`src/rtl/fetch_unit_pkg.sv`:
```
// Shared definitions for the instruction fetch unit.
//   fetch_state_e    : 2-bit fetch FSM encoding
//   NOP_IR_DEFAULT   : instruction word presented while the IF/ID slot is empty
//   RESET_PC_DEFAULT : first fetch address after reset
package fetch_unit_pkg;

    typedef enum logic [1:0] {
        ST_REQ  = 2'd0,  // request outstanding, data wanted
        ST_HOLD = 2'd1,  // word buffered, waiting for the slot to free up
        ST_ADV  = 2'd2,  // slot just loaded, pc takes the predictor's nPC
        ST_DROP = 2'd3   // request outstanding, data to be thrown away
    } fetch_state_e;

    localparam logic [31:0] NOP_IR_DEFAULT   = 32'h0000_0000;
    localparam logic [31:0] RESET_PC_DEFAULT = 32'h0000_0000;

endpackage

```
`src/rtl/fetch_unit_if_id_reg.sv`:
```
// IF/ID pipeline slot: holds one fetched instruction and its PC.
//   clk, rst    : clock, asynchronous active-high reset
//   load_i      : capture load_pc_i/load_ir_i and mark the slot live
//   clear_i     : slot consumed by ID (lower priority than load)
//   flush_i     : redirect kill (highest priority)
//   id_pc_o     : PC of the held instruction
//   id_ir_o     : held instruction, or NOP_IR whenever the slot is empty
//   id_valid_o  : slot holds a live instruction
module if_id_reg
    import fetch_unit_pkg::*;
#(
    parameter logic [31:0] NOP_IR = NOP_IR_DEFAULT
) (
    input  logic        clk,
    input  logic        rst,
    input  logic        load_i,
    input  logic [31:0] load_pc_i,
    input  logic [31:0] load_ir_i,
    input  logic        clear_i,
    input  logic        flush_i,
    output logic [31:0] id_pc_o,
    output logic [31:0] id_ir_o,
    output logic        id_valid_o
);

    logic [31:0] pc_q;
    logic [31:0] ir_q;
    logic        valid_q;

    // Slot storage: flush beats load, load beats consumption.
    always_ff @(posedge clk or posedge rst) begin
        if (rst) begin
            pc_q    <= 32'h0000_0000;
            ir_q    <= NOP_IR;
            valid_q <= 1'b0;
        end else if (flush_i) begin
            valid_q <= 1'b0;
        end else if (load_i) begin
            pc_q    <= load_pc_i;
            ir_q    <= load_ir_i;
            valid_q <= 1'b1;
        end else if (clear_i) begin
            valid_q <= 1'b0;
        end
    end

    assign id_pc_o    = pc_q;
    // Stale contents never leak to ID once the slot is empty.
    assign id_ir_o    = valid_q ? ir_q : NOP_IR;
    assign id_valid_o = valid_q;

endmodule

```
`src/rtl/fetch_unit.sv`:
```
// Instruction fetch unit: one outstanding memory request at a time, feeding
// a single IF/ID slot, with redirect (jump_test) and ID back-pressure (stall).
//   clk, rst        : clock, asynchronous active-high reset
//   nPC             : next PC from the predictor (or redirect target)
//   jump_test       : EX redirect, overrides every other event
//   stall           : ID cannot consume the slot this cycle
//   imem_req/addr   : memory request strobe and address
//   imem_rdata/ack  : memory completion (ack may come in the request cycle)
//   ID_PC/IR/VALID  : IF/ID slot contents
//   fetch_busy      : a memory request is outstanding
module fetch_unit
    import fetch_unit_pkg::*;
#(
    parameter logic [31:0] RESET_PC = RESET_PC_DEFAULT,
    parameter logic [31:0] NOP_IR   = NOP_IR_DEFAULT
) (
    input  logic        clk,
    input  logic        rst,
    input  logic [31:0] nPC,
    input  logic        jump_test,
    input  logic        stall,
    output logic        imem_req,
    output logic [31:0] imem_addr,
    input  logic [31:0] imem_rdata,
    input  logic        imem_ack,
    output logic [31:0] ID_PC,
    output logic [31:0] ID_IR,
    output logic        ID_VALID,
    output logic        fetch_busy
);

    fetch_state_e state_q;
    logic [31:0]  pc_q;
    logic [31:0]  buf_q;

    logic         slot_free;
    logic         slot_clear;
    logic         slot_load;
    logic [31:0]  slot_ir;

    // The slot can take a new word if it is empty or being consumed now.
    assign slot_free  = !ID_VALID || !stall;
    assign slot_clear = ID_VALID && !stall;

    // Slot load decision and data source (fresh memory word or buffered word).
    always_comb begin
        slot_load = 1'b0;
        slot_ir   = imem_rdata;
        if (jump_test) begin
            slot_load = 1'b0;
        end else begin
            case (state_q)
                ST_REQ:  slot_load = imem_ack && slot_free;
                ST_HOLD: begin
                    slot_load = !stall;
                    slot_ir   = buf_q;
                end
                default: slot_load = 1'b0;
            endcase
        end
    end

    // Fetch FSM with pc and holding buffer.
    always_ff @(posedge clk or posedge rst) begin
        if (rst) begin
            state_q <= ST_REQ;
            pc_q    <= RESET_PC;
            buf_q   <= 32'h0000_0000;
        end else if (jump_test) begin
            pc_q  <= nPC;
            buf_q <= 32'h0000_0000;
            case (state_q)
                // An unanswered request must still be drained before reissuing.
                ST_REQ:  state_q <= imem_ack ? ST_REQ : ST_DROP;
                // A drain completing this very cycle frees the port; staying
                // in DROP would wait for an ack that never comes.
                ST_DROP: state_q <= imem_ack ? ST_REQ : ST_DROP;
                default: state_q <= ST_REQ;
            endcase
        end else begin
            case (state_q)
                ST_REQ: begin
                    if (imem_ack) begin
                        if (slot_free) begin
                            state_q <= ST_ADV;
                        end else begin
                            buf_q   <= imem_rdata;
                            state_q <= ST_HOLD;
                        end
                    end
                end
                ST_HOLD: begin
                    if (!stall) begin
                        state_q <= ST_ADV;
                    end
                end
                // One bubble so the predictor sees the new ID_PC before nPC is taken.
                ST_ADV: begin
                    pc_q    <= nPC;
                    state_q <= ST_REQ;
                end
                ST_DROP: begin
                    if (imem_ack) begin
                        state_q <= ST_REQ;
                    end
                end
                default: state_q <= ST_REQ;
            endcase
        end
    end

    // Reset is state REQ, but no request may be presented while rst is high.
    assign imem_req   = (state_q == ST_REQ) && !rst;
    assign imem_addr  = pc_q;
    assign fetch_busy = ((state_q == ST_REQ) || (state_q == ST_DROP)) && !rst;

    if_id_reg #(
        .NOP_IR (NOP_IR)
    ) u_if_id (
        .clk        (clk),
        .rst        (rst),
        .load_i     (slot_load),
        .load_pc_i  (pc_q),
        .load_ir_i  (slot_ir),
        .clear_i    (slot_clear),
        .flush_i    (jump_test),
        .id_pc_o    (ID_PC),
        .id_ir_o    (ID_IR),
        .id_valid_o (ID_VALID)
    );

endmodule

```
`config.mk`:
```
export PLATFORM = sky130hd
export DESIGN_NAME = fetch_unit
export DESIGN_NICKNAME = d
export VERILOG_FILES = /design/src/rtl/fetch_unit_pkg.sv /design/src/rtl/fetch_unit_if_id_reg.sv /design/src/rtl/fetch_unit.sv
export SDC_FILE = /design/constraint.sdc
export NUM_CORES = 1
export LEC_CHECK = 0
export BUFFER_PORTS_ARGS = -buffer_cell sky130_fd_sc_hd__buf_2
export CORE_UTILIZATION = 51
export CTS_CLUSTER_SIZE = 28
export DETAILED_ROUTE_END_ITERATION = 6
export PLACE_DENSITY = 0.79
export SETUP_SLACK_MARGIN = 0.3
export SLEW_MARGIN = 20
export SYNTH_ARGS = -nofsm -noshare
export SYNTH_HDL_FRONTEND = slang
export SYNTH_SLANG_ARGS = --single-unit
export TNS_END_PERCENT = 100
```
`constraint.sdc`:
```
create_clock -name clk -period 5.25 [get_ports clk]
set_input_delay 1.05 -clock clk [delete_from_list [all_inputs] [get_ports clk]]
set_output_delay 1.05 -clock clk [all_outputs]
set_load 0.01 [all_outputs]
```
Word-level counts from Yosys, hierarchy flattened
Cells that the tools add are included.
{"block": "totals", "ff_bits": 131, "input_bits": 69, "wordCells": 53}
{"block": "op_classes", "eq_ne": 7, "mux": 21, "bitwise": 1, "n_reduce_logical": 18}
{"op": "two-way mux 32 bit", "n": 8}
{"op": "two-way mux 2 bit", "n": 7}
{"op": "!= test 3 bit, second input constant", "n": 3}
{"op": "one-hot mux 2 bit (4 select lines)", "n": 1}
{"op": "AND reduction 3 bit", "n": 2}
{"op": "nonzero test 2 bit", "n": 3}
{"op": "== test 2 bit, second input constant", "n": 2}
{"op": "logical AND 1 bit", "n": 4}
{"op": "two-way mux 1 bit", "n": 4}
{"op": "logical NOT 1 bit", "n": 3}
{"op": "nonzero test 3 bit", "n": 1}
{"op": "== test 2 x 1 -> 1 bit, second input constant", "n": 1}
{"op": "logical NOT 2 bit", "n": 1}
{"op": "logical OR 1 bit", "n": 2}
{"op": "!= test 2 bit, second input constant", "n": 1}
{"op": "one-hot mux 1 bit (2 select lines)", "n": 1}
{"op": "AND reduction 2 bit", "n": 1}
{"op": "OR reduction 2 bit", "n": 1}
{"op": "inverter 1 bit", "n": 1}

Logic depth before layout (Yosys ltp)
Gate-level depths: netlist (run 1).
{"block": "depth", "depth_word": 7, "ltp_mapped": 7}

By module
A second synthesis (run 1) with hierarchy kept.
{"block": "hier_totals", "cells_unflattened": 381, "area_unflattened_um2": 6149.6}
{"module": "fetch_unit", "instances": 1, "cells_per_inst": 205, "area_each_um2": 3193.1, "seq_area_each_um2": 1651.6}
{"module": "if_id_reg", "instances": 1, "cells_per_inst": 176, "area_each_um2": 2956.6, "seq_area_each_um2": 1626.6}

Worst setup path before layout (run 1)
OpenSTA, ideal clock, no wires.
{"block": "synth_timing", "kind": "input -> output", "start": "input port rst", "end": "output port imem_req", "arrival_ps": 1228, "setup_slack_ps": 2972, "path_stages": 1, "n_path_buf": 0, "cell_sequence": "nor2b_1"}
{"block": "synth_between", "elab_chain_cells": 2}
{"element": "start, declared", "line_no": "fetch_unit.sv:18", "rtl": "input logic rst,"}
{"element": "logical NOT 1 bit (no source line)"}
{"element": "logical AND 1 bit", "line_no": "fetch_unit.sv:113", "rtl": "assign imem_req = (state_q == ST_REQ) && !rst;"}
{"element": "end, declared", "line_no": "fetch_unit.sv:22", "rtl": "output logic imem_req,"}
No other way between the ends.

Worst setup path after layout (run 1)
{"block": "layout_timing", "start": "register state_q[1]", "end": "register u_if_id.pc_q[3] (netlist: u_if_id.id_pc_o[3])"}
{"block": "layout_between", "elab_chain_cells": 4, "word_cells_on_any_way": 5}
{"element": "start, declared", "line_no": "fetch_unit.sv:32", "rtl": "fetch_state_e state_q;"}
{"element": "start signal, assigned", "line_no": "fetch_unit.sv:74", "rtl": "ST_REQ: state_q <= imem_ack ? ST_REQ : ST_DROP;"}
{"element": "start signal, assigned", "line_no": "fetch_unit.sv:77", "rtl": "ST_DROP: state_q <= imem_ack ? ST_REQ : ST_DROP;"}
{"element": "== test 2 x 1 -> 1 bit / logical NOT 2 bit (equally long branches)", "line_no": "fetch_unit.sv:52", "rtl": "case (state_q)"}
{"element": "one-hot mux 1 bit (2 select lines) *", "line_no": "fetch_unit.sv:52"}
{"element": "two-way mux 1 bit *", "line_no": "fetch_unit.sv:49", "rtl": "if (jump_test) begin"}
{"element": "AND reduction 2 bit (no source line) *"}
{"element": "end signal, assigned", "line_no": "fetch_unit_if_id_reg.sv:39", "rtl": "pc_q <= load_pc_i;"}
{"element": "end, declared", "line_no": "fetch_unit_if_id_reg.sv:26", "rtl": "logic [31:0] pc_q;"}
Mark *: on every way between the ends. The rest lies on a longest branch, timed or not.
A chain may end at the register's enable or synchronous reset.

==> reports/results.tsv, run 1 <==
metric	value	unit
Area contributors post-synth	dfrtp_1 (59%), mux2_2 (26%), a22o_1 (5.0%)	
post-synthesis simple-gate area fraction	0.04752	
Residual DRC	0	
die area	11310	sq um
drt first-iter violations	128	
Tightest Pin Transition	0.9631	ns
vias in the first global route	3973	
path type of the worst setup path	flip-flop to flip-flop	
Worst path slowest cell	nor2_4	
initial antenna violation count	0	
status	finished clean	
all-layer global routing usage	0.2315	
Post-Synth XOR/XNOR Area	0	
Row Count	37	
CTS root buf	clkbuf_8	
Antenna Nets Post-Route	0	
sequential share of the synthesized area	0.5901	
most used cell, CP	buf_4	
Slew HR	0.3579	
crit-path cells	inv_1 -> ha_1 -> buf_4 -> a32oi_2 -> nor2_4 -> buf_4 -> mux2_2	
largest net degree at the start of global routing	72	
Max Slew Vio Count	0	
largest family of logic cells by synthesized area	multiplexers	
H-tree depth reported by CTS	4	
FF/Latch Area	3278	sq um
Max Freq	336.8	MHz
Area Overhead vs Synth	27.77	%
Worst Hold Class	flip-flop to flip-flop	
period utilisation layout	0.5656	
Final Instance Count excl. Fillers	696	
EDFF count, synth	0	
CTS tree	built	
Pre-Repair DR Iteration Count	4	
PD cells	556.2	nW/um^2
DIE WIDTH	106.4	um
Antenna Cells	0	
Die Ht	106.4	um
NumNets Final	621	
Clock Latency Late Sink	0.52	ns
Setup TNS	0	ns
clk slew on worst S/H paths	0.06	ns
Cell Area, Synth	5555	sq um
crit path launch	state_q[1]	
Post-Route WL	12270	um
first-pass GRT wire length	19950	um
Yosys top cell area share	0.5901	
Distinct cells, synth	22	
worst vdd ir	307.0	uV
Inst Count DP	664	
flops & latches, synth	131	
WL/cell	17.63	um
Worst Setup Start Kind	flip-flop	
CORE AREA	10460	sq um
average size of a mapped cell	14.74	sq um
final core occ	0.6784	
vias after detailed routing	3717	
count leader, synth	dfrtp_1	
worst r2r src	state_q[1]	
Post-synth top cells	dfrtp_1 (131), mux2_2 (126), a22o_1 (32), and2_1 (32), buf_2 (9)	
max_cap viols	0	
worst-case clock skew	0.006901	ns
hold buffers post-CTS	0	
Synth Area in Adders	0.01126	
initial core utilization	0.5310	
Fill cells	785	
Ys Warns	0	
GR Overflow Total	0	
Max FO, Critical Path	40	
# IOs	168	
clock sink count	131	
Synth Area in Compound Gates	0.05923	
WHS	0.4811	ns
cell taking the most area after synthesis	dfrtp_1	
ys flop type	dfrtp_1	
min Tclk post-route	2.969	ns
Finish-stage setup viols	0	
I/O Buffers	167	
worst endpoint required time	5.65	ns
average vias per placed instance	5.341	
min-delay src	u_if_id.ir_q[9]	
Pwr Total	3.948	mW
deepest clock path buffer count	2	
area of the multi-input gates	2130	sq um
asr flop ratio synth	1.000	
crit-path max cell delay	0.60	ns
post-cts sizing count	0	
Placer Congestion	0.8125	
setup bufs post-CTS	0	
RSZ-0062 raised after global routing	false	
mux cell area share after synthesis	0.2635	
Final Hold Fails	0	
LEAKAGE	3.450	nW
post-DP HPWL	8000	um
Synth Net Count	451	
Setup crit end kind	flip-flop	
Mapped Cells	377	
worst path arrival time	3.37	ns
CTS buffer count	17	
layout cells sized above 1	0.6054	
==> cell usage in the layout (no fill, tap or decap), drive strengths merged <==
cell      synthesis  layout
buf              17     174
dfrtp           131     131
mux2            130     130
a22o             32      32
and2             32      32
clkbuf            6      18
clkinv            0       8
nor2              6       6
ha                5       5
bufinv            0       4
inv               4       4
nand2             4       4
o21ai             3       3
a21oi             2       2
clkinvlp          0       2
a32oi             1       1
nand3             1       1
o21bai            1       1
nor3              1       1
nor2b             1       1
==> through the flow <==
stage / setup slack [ns] / instance area, sq um
finish: 2.281 / 7098
global route: 2.115 / 7098
CTS: 2.255 / 7098
detailed placement: 2.040 / 6484
global placement: 2.109 / 6484
floorplan: 0.7023 / 5555
==> sequential cells by signal (all words and copies together), names as in the netlist <==
signal / cells
buf_q: 32
imem_addr: 32
state_q: 2
u_if_id.id_pc_o: 32
u_if_id.id_valid_o: 1
u_if_id.ir_q: 32
==> routing by layer <==
metal / up-vias / share of wire / wire [um] / global-route usage
li1: 1690 / - / - / -
met4: 0 / 0.016 / 193 / 0.07937
met5: - / 0 / 0 / 0
met2: 132 / 0.50 / 6179 / 0.3924
met3: 16 / 0.067 / 828 / 0.08216
met1: 1879 / 0.41 / 5068 / 0.2718
==> logic make-up (layout without fill, tap and decap cells) <==
logic type,count (synthesis),after routing
buffers and inverters,27,210
AO/OA/AOI/OAI,39,39
multiplexers,130,130
adder cells (fa/ha/maj),5,5
flip-flops,131,131
AND/OR/NAND/NOR,45,45
==> worst max-delay path, delay by kind of cell, from the launching register on <==
family,cells,cell delay (ns)
flops,1,0.41
compound gates,1,0.15
simple gates,1,0.60
fa+ha+maj,1,0.15
buf+inv,3,1.09
mux,1,0.40
==> report_power, final <==
part | leakage, nW | switching (mW) | internal (mW) | total (mW)
logic | 1.53 | 0.543 | 0.627 | 1.17
registers | 1.62 | 0.210 | 1.35 | 1.56
clock network | 0.300 | 0.437 | 0.781 | 1.22
total | 3.45 | 1.19 | 2.76 | 3.95
==> final cells by class <==
type	instances	area share
timing repair buffer	174	0.1252
clock inverter	14	0.02626
multi-input combinational	219	0.3000
clock buffer	18	0.06029
tap	136	0.02397
sequential	131	0.4618
inverter	4	0.002468
==> final timing paths <==
check / to / slack [ns] / cells after the start
max in group asynchronous: buf_q[9] / 3.82 / 3
min: u_if_id.ir_q[9] / 0.48 / 1
max reg2reg: u_if_id.id_pc_o[3] / 2.28 / 7
max: u_if_id.id_pc_o[3] / 2.28 / 7
min reg2reg: u_if_id.ir_q[9] / 0.48 / 1
min in group asynchronous: u_if_id.ir_q[22] / 0.79 / 3
Note: power is estimated with default switching activity, not from simulation.
==> inputs of run 2 (changes only) <==
--- a/config.mk
+++ b/config.mk
@@ -5,11 +5,12 @@
 export SDC_FILE = /design/constraint.sdc
 export NUM_CORES = 1
 export LEC_CHECK = 0
+export ABC_AREA = 1
 export BUFFER_PORTS_ARGS = -buffer_cell sky130_fd_sc_hd__buf_2
-export CORE_UTILIZATION = 51
+export CORE_UTILIZATION = 52
 export CTS_CLUSTER_SIZE = 28
 export DETAILED_ROUTE_END_ITERATION = 6
-export PLACE_DENSITY = 0.79
+export PLACE_DENSITY = 0.8
 export SETUP_SLACK_MARGIN = 0.3
 export SLEW_MARGIN = 20
 export SYNTH_ARGS = -nofsm -noshare
==> constraint.sdc (replaced) <==
create_clock -name clk -period 3 [get_ports clk]
set_input_delay 0.6 -clock clk [delete_from_list [all_inputs] [get_ports clk]]
set_output_delay 0.6 -clock clk [all_outputs]
set_load 0.01 [all_outputs]
==> reports/results.tsv, run 2 <==
metric	value	unit	change
flops & latches, synth	131		unchanged
worst endpoint required time	2.40	ns	-3.25 ns
Residual DRC	0		unchanged
GR Overflow Total	0		unchanged
Cell Area, Synth	5807	sq um	+4.5%
min Tclk post-route	2.423	ns	
worst vdd ir	478.6	uV	+56%
worst-case clock skew	0.009791	ns	+0.002890 ns
deepest clock path buffer count	2		unchanged
I/O Buffers	167		unchanged
vias in the first global route	4600		+16%
Mapped Cells	699		+85%
Final Hold Fails	0		unchanged
largest net degree at the start of global routing	66		-8.3%
final core occ	0.6840		+0.005554
status	finished clean		
die area	11590	sq um	+2.5%
average vias per placed instance	4.926		-7.8%
RSZ-0062 raised after global routing	false		
Synth Area in Adders	0.01077		-0.0004877
EDFF count, synth	0		unchanged
Row Count	38		+2.7%
Synth Net Count	773		+71%
pre-CTS setup slack	1.023	ns	-1.017 ns
Worst Setup Start Kind	flip-flop		
DIE WIDTH	107.7	um	+1.2%
# IOs	168		unchanged
flop-to-flop setup slack	1.02	ns	-1.26 ns
NetSw	2.365	mW	+99%
commonest non-fill, non-tap cell in the layout	nand2_1		
Flop pwr share	0.388		-0.007
layout cells sized above 1	0.2523		-0.3531
largest family of logic cells by synthesized area	simple AND/OR/NAND/NOR gates		
Tightest Pin Transition	1.051	ns	+0.08808 ns
Post-Route WL	13490	um	+10%
cell taking the most area after synthesis	dfrtp_1		
Pint	4.520	mW	+64%
Pre-Repair DR Iteration Count	5		+1
vias after detailed routing	4965		+34%
Final Instance Count excl. Fillers	1008		+45%
Slew HR	0.2992		-0.05872
post-DP HPWL	8849	um	+11%
Die Ht	107.7	um	+1.2%
hold buffers post-CTS	0		unchanged
H-tree depth reported by CTS	4		unchanged
Placer Congestion	0.7508		-7.6%
setup bufs post-CTS	0		unchanged
period utilisation layout	0.8078		
clk slew on worst S/H paths	0.06	ns	about the same
Sw Share	0.3435		+0.04185
Post-synth top cells	nand2_1 (270), dfrtp_1 (131), inv_1 (72)		
Finish-stage setup viols	0		unchanged
Setup crit end kind	output port		
crit path launch	u_if_id.id_valid_o		
most frequent cells in the layout	nand2_1 (270), buf_2 (167), dfrtp_1 (131)		
ys flop type	dfrtp_1		
CORE AREA	10840	sq um	+3.6%
Antenna Cells	0		unchanged
R2R Path End	imem_addr[20]		
CTS root buf	clkbuf_8		
max_cap viols	0		unchanged
first-pass GRT wire length	22070	um	+11%
WL/cell	13.38	um	-24%
path type of the worst setup path	flip-flop to output port		
worst path arrival time	1.82	ns	-1.55 ns
Ys Warns	0		unchanged
PD cells	928.5	nW/um^2	+67%
sequential share of the synthesized area	0.5645		-0.02556
Clock Latency Late Sink	0.52	ns	about the same
initial antenna violation count	0		unchanged
all-layer global routing usage	0.2502		+0.01876
Worst Hold Class	input pin to async pin		
Setup TNS	0	ns	unchanged
Distinct cells, synth	18		-18%
final instance area	7415	sq um	+4.5%
placed instance area	6775	sq um	+4.5%
drt first-iter violations	294		+130%
Antenna Nets Post-Route	0		unchanged
Gate power share	0.291		-0.005
count leader, synth	nand2_1		
Clock power frac	0.321		+0.012
Inst Count DP	976		+47%
CTS buffer count	17		unchanged
asr flop ratio synth	1.000		unchanged
Pwr Total	6.884	mW	+74%
Post-Synth XOR/XNOR Area	0		unchanged
post-cts sizing count	0		unchanged
WHS	0.2028	ns	-0.2783 ns
FF-to-FF path depth	6		-1
post-synthesis simple-gate area fraction	0.2118		+0.1643
CTS tree	built		
Area Overhead vs Synth	27.69	%	about the same
Max Slew Vio Count	0		unchanged
worst r2r src	state_q[0]		
initial core utilization	0.5357		+0.004691
Area contributors post-synth	dfrtp_1 (56%), nand2_1 (17%), o21ai_0 (5.3%)		
Max FO, Critical Path	24		-40%
Setup WS post-layout	0.5767	ns	-1.704 ns
clock sink count	131		unchanged
Yosys top cell area share	0.5645		-0.02556
average size of a mapped cell	8.307	sq um	-44%
Synth Area in Compound Gates	0.1301		+0.07091
LEAKAGE	4.208	nW	+22%
Max Freq	412.7	MHz	
mux cell area share after synthesis	0		-0.2635
NumNets Final	929		+50%
-- run 2: cell types whose count changed after synthesis, moves of 35 or more --
cell / delta
inv_1: +68
mux2_2: -126
nand2_1: +267
nand3_1: +35
o21ai_0: +58
o21ai_1: +37
-- run 2: cell type report --
type                       instances  area, sq um
sequential                       131         3278
multi-input combinational        452         2061
fill                             882         3426
clock buffer                      19        431.7
clock inverter                    13        207.7
tap                              140        175.2
timing repair buffer             180        983.4
inverter                          73        277.8
-- run 2: critical path: stages (launching register included) --
cell and delay (ns):
dfrtp_1 0.66, buf_4 0.36, nand2_1 0.11, inv_1 0.06
buf_2 0.12
-- run 2: worst max-delay path by stage --
stage / endpoint / slack, ns / cells after the start
floorplan: buf_q[0] / 0.78 / 1
global placement: imem_addr[21] / 1.10 / 6
detailed placement: imem_addr[16] / 1.02 / 6
CTS: ID_IR[17] / 0.53 / 4
global route: ID_IR[20] / 0.45 / 4
finish: ID_IR[17] / 0.58 / 4
-- run 2: logic make-up (layout without fill, tap and decap cells) --
| family | count (synthesis) | after routing |
|---|---|---|
| buf+inv | 116 | 285 |
| fa+ha+maj | 5 | 5 |
| compound gates | 132 | 132 |
| flops | 131 | 131 |
| simple gates | 315 | 315 |
-- run 2: per-layer routing --
| metal | global-route usage | part of all wire | vias up |
|---|---|---|---|
| met3 | 0.07869 | 0.072 | 8 |
| met5 | 0 | 0 | - |
| li1 | - | - | 2498 |
| met1 | 0.3400 | 0.46 | 2297 |
| met4 | 0.08121 | 0.0066 | 0 |
| met2 | 0.3819 | 0.46 | 162 |
-- run 2: power groups by stage --
| stage | clock network [mW] | logic (mW) | registers [mW] |
|---|---|---|---|
| finish | 2.21 | 2.01 | 2.67 |
| global route | 2.33 | 2.28 | 2.74 |
| CTS | 2.24 | 2.03 | 2.67 |
| global placement | 0 | 1.96 | 2.68 |
| detailed placement | 0 | 2.02 | 2.69 |
| floorplan | 0 | 1.13 | 2.78 |
==> inputs of run 3 (changes only) <==
--- a/config.mk
+++ b/config.mk
@@ -7,10 +7,10 @@
 export LEC_CHECK = 0
 export ABC_AREA = 1
 export BUFFER_PORTS_ARGS = -buffer_cell sky130_fd_sc_hd__buf_2
-export CORE_UTILIZATION = 52
+export CORE_UTILIZATION = 47
 export CTS_CLUSTER_SIZE = 28
 export DETAILED_ROUTE_END_ITERATION = 6
-export PLACE_DENSITY = 0.8
+export PLACE_DENSITY = 0.76
 export SETUP_SLACK_MARGIN = 0.3
 export SLEW_MARGIN = 20
 export SYNTH_ARGS = -nofsm -noshare
==> constraint.sdc (replaced) <==
create_clock -name clk -period 2.1 [get_ports clk]
set_input_delay 0.42 -clock clk [delete_from_list [all_inputs] [get_ports clk]]
set_output_delay 0.42 -clock clk [all_outputs]
set_load 0.01 [all_outputs]
==> reports/results.tsv, run 3 (synthesis gave the netlist of run 2 again) <==
metric	value	unit	change
commonest non-fill, non-tap cell in the layout	nand2_1		
crit-path cells	inv_2 -> ha_4 -> nor2_1 -> buf_2		
Pint	6.565	mW	+45%
Worst Hold Class	input pin to async pin		
RSZ-0062 raised after global routing	true		
Post-Route WL	13610	um	+0.89%
layout cells sized above 1	0.2665		+0.01421
met3 usage	0.07124		-0.007455
period utilisation layout	0.8461		
Placer Congestion	0.7453		-0.73%
deepest clock path buffer count	2		unchanged
Setup crit end kind	output port		
crit-path max cell delay	0.39	ns	-0.27 ns
initial antenna violation count	0		unchanged
vias after detailed routing	4979		+0.28%
CORE AREA	12010	sq um	+11%
Setup TNS	0	ns	unchanged
H-tree depth reported by CTS	4		unchanged
path type of the worst setup path	flip-flop to output port		
largest net degree at the start of global routing	66		unchanged
M1 GR Usage	0.3093		-0.03068
CTS root buf	clkbuf_16		
LEAKAGE	4.264	nW	+1.3%
Max FO, Critical Path	3		-88%
PD cells	1319	nW/um^2	+42%
most frequent cells in the layout	nand2_1 (270), buf_2 (167), dfrtp_1 (130)		
WP buf/inv	2		-1
final core occ	0.6306		-0.05336
Tightest Pin Transition	0.5059	ns	-0.5453 ns
Antenna Nets Post-Route	0		unchanged
all-layer global routing usage	0.2323		-0.01796
Residual DRC	0		unchanged
Die Ht	113.2	um	+5.1%
Finish-stage setup viols	0		unchanged
worst path arrival time	1.36	ns	-0.46 ns
NumNets Final	939		+1.1%
worst endpoint required time	1.68	ns	-0.72 ns
Max Freq	562.8	MHz	
I/O Buffers	167		unchanged
Sw Share	0.3427		-0.0007912
Area Overhead vs Synth	30.45	%	
Slew HR	0.6620		+0.3628
worst vdd ir	649.5	uV	+36%
NetSw	3.423	mW	+45%
max_cap viols	0		unchanged
Final Instance Count excl. Fillers	1026		+1.8%
Row Count	40		+5.3%
vias in the first global route	4765		+3.6%
Final Hold Fails	0		unchanged
grt met2 use	0.3620		-0.01990
Clock Latency Late Sink	0.41	ns	-0.11 ns
clk slew on worst S/H paths	0.06	ns	about the same
crit-path leading delay family	flip-flops		
Max Slew Vio Count	0		unchanged
CTS buffer count	17		unchanged
average vias per placed instance	4.853		-1.5%
post-DP HPWL	9183	um	+3.8%
worst-case clock skew	0.005129	ns	-0.004662 ns
initial core utilization	0.4834		-0.05223
die area	12800	sq um	+10%
# IOs	168		unchanged
Inst Count DP	988		+1.2%
hold buffers post-CTS	0		unchanged
WHS	0.06140	ns	-0.1413 ns
WL/cell	13.27	um	-0.88%
CTS tree	built		
Clock power frac	0.314		-0.007
drt first-iter violations	393		+34%
first-pass GRT wire length	23200	um	+5.1%
clock sink count	131		unchanged
Pre-Repair DR Iteration Count	4		-1
DIE WIDTH	113.2	um	+5.1%
Flop pwr share	0.381		-0.007
Worst path slowest cell	dfrtp_1		
Pwr Total	9.988	mW	+45%
status	finished clean		
Gate power share	0.305		+0.014
GRT Max-Usage Layer	met2		
min Tclk post-route	1.777	ns	
Worst Setup Start Kind	flip-flop		
GR Overflow Total	0		unchanged
run 3: power by group through the flow:
stage          Combinational, mW  Sequential (mW)  Clock [mW]
6_report                    3.05             3.80        3.14
5_1_grt                     3.47             3.89        3.32
4_1_cts                     3.08             3.80        3.18
3_5_place_dp                2.95             3.84           0
3_3_place_gp                2.87             3.84           0
2_1_floorplan               1.62             3.97           0
run 3: final cells by class:
type | instances | area [sq um]
Antenna cell | 1 | 2.502
Inverter | 73 | 277.8
Multi-Input combinational cell | 452 | 2086
Clock buffer | 20 | 456.7
Tap cell | 147 | 183.9
Timing Repair Buffer | 190 | 1109
Fill cell | 1042 | 4437
Clock inverter | 12 | 180.2
Sequential cell | 131 | 3279
run 3: routing by layer:
layer  share of wire  routed length (um)  up-vias
li1                -                   -     2529
met1            0.46                6289     2287
met2            0.46                6216      147
met3           0.067                 906       16
met4           0.015                 199        0
met5               0                   0        -
run 3: worst paths after layout:
kind,cells past startpoint,start,to,slack [ns]
worst max-delay path,4,state_q[1],fetch_busy,0.32
worst min-delay path,2,rst,u_if_id.ir_q[14],0.06
worst max register to register,8,state_q[1],u_if_id.ir_q[24],0.45
worst min register to register,2,u_if_id.id_pc_o[31],u_if_id.id_pc_o[31],0.47
max in group asynchronous,4,rst,imem_addr[9],1.35
min in group clk,3,nPC[11],imem_addr[11],0.23
run 3: through the flow:
stage / worst slack [ns] / instance area, sq um
2_1_floorplan: 0.05679 / 5811
3_3_place_gp: 0.4922 / 6872
3_5_place_dp: 0.4368 / 6872
4_1_cts: 0.3024 / 7565
5_1_grt: 0.2459 / 7572
6_report: 0.3231 / 7575
run 3: repair_timing:
action,4_1_cts,5_1_grt
setup endpoints to repair,33,2
pin swaps,0,3
buffers inserted,4,1
gates resized for setup,6,0
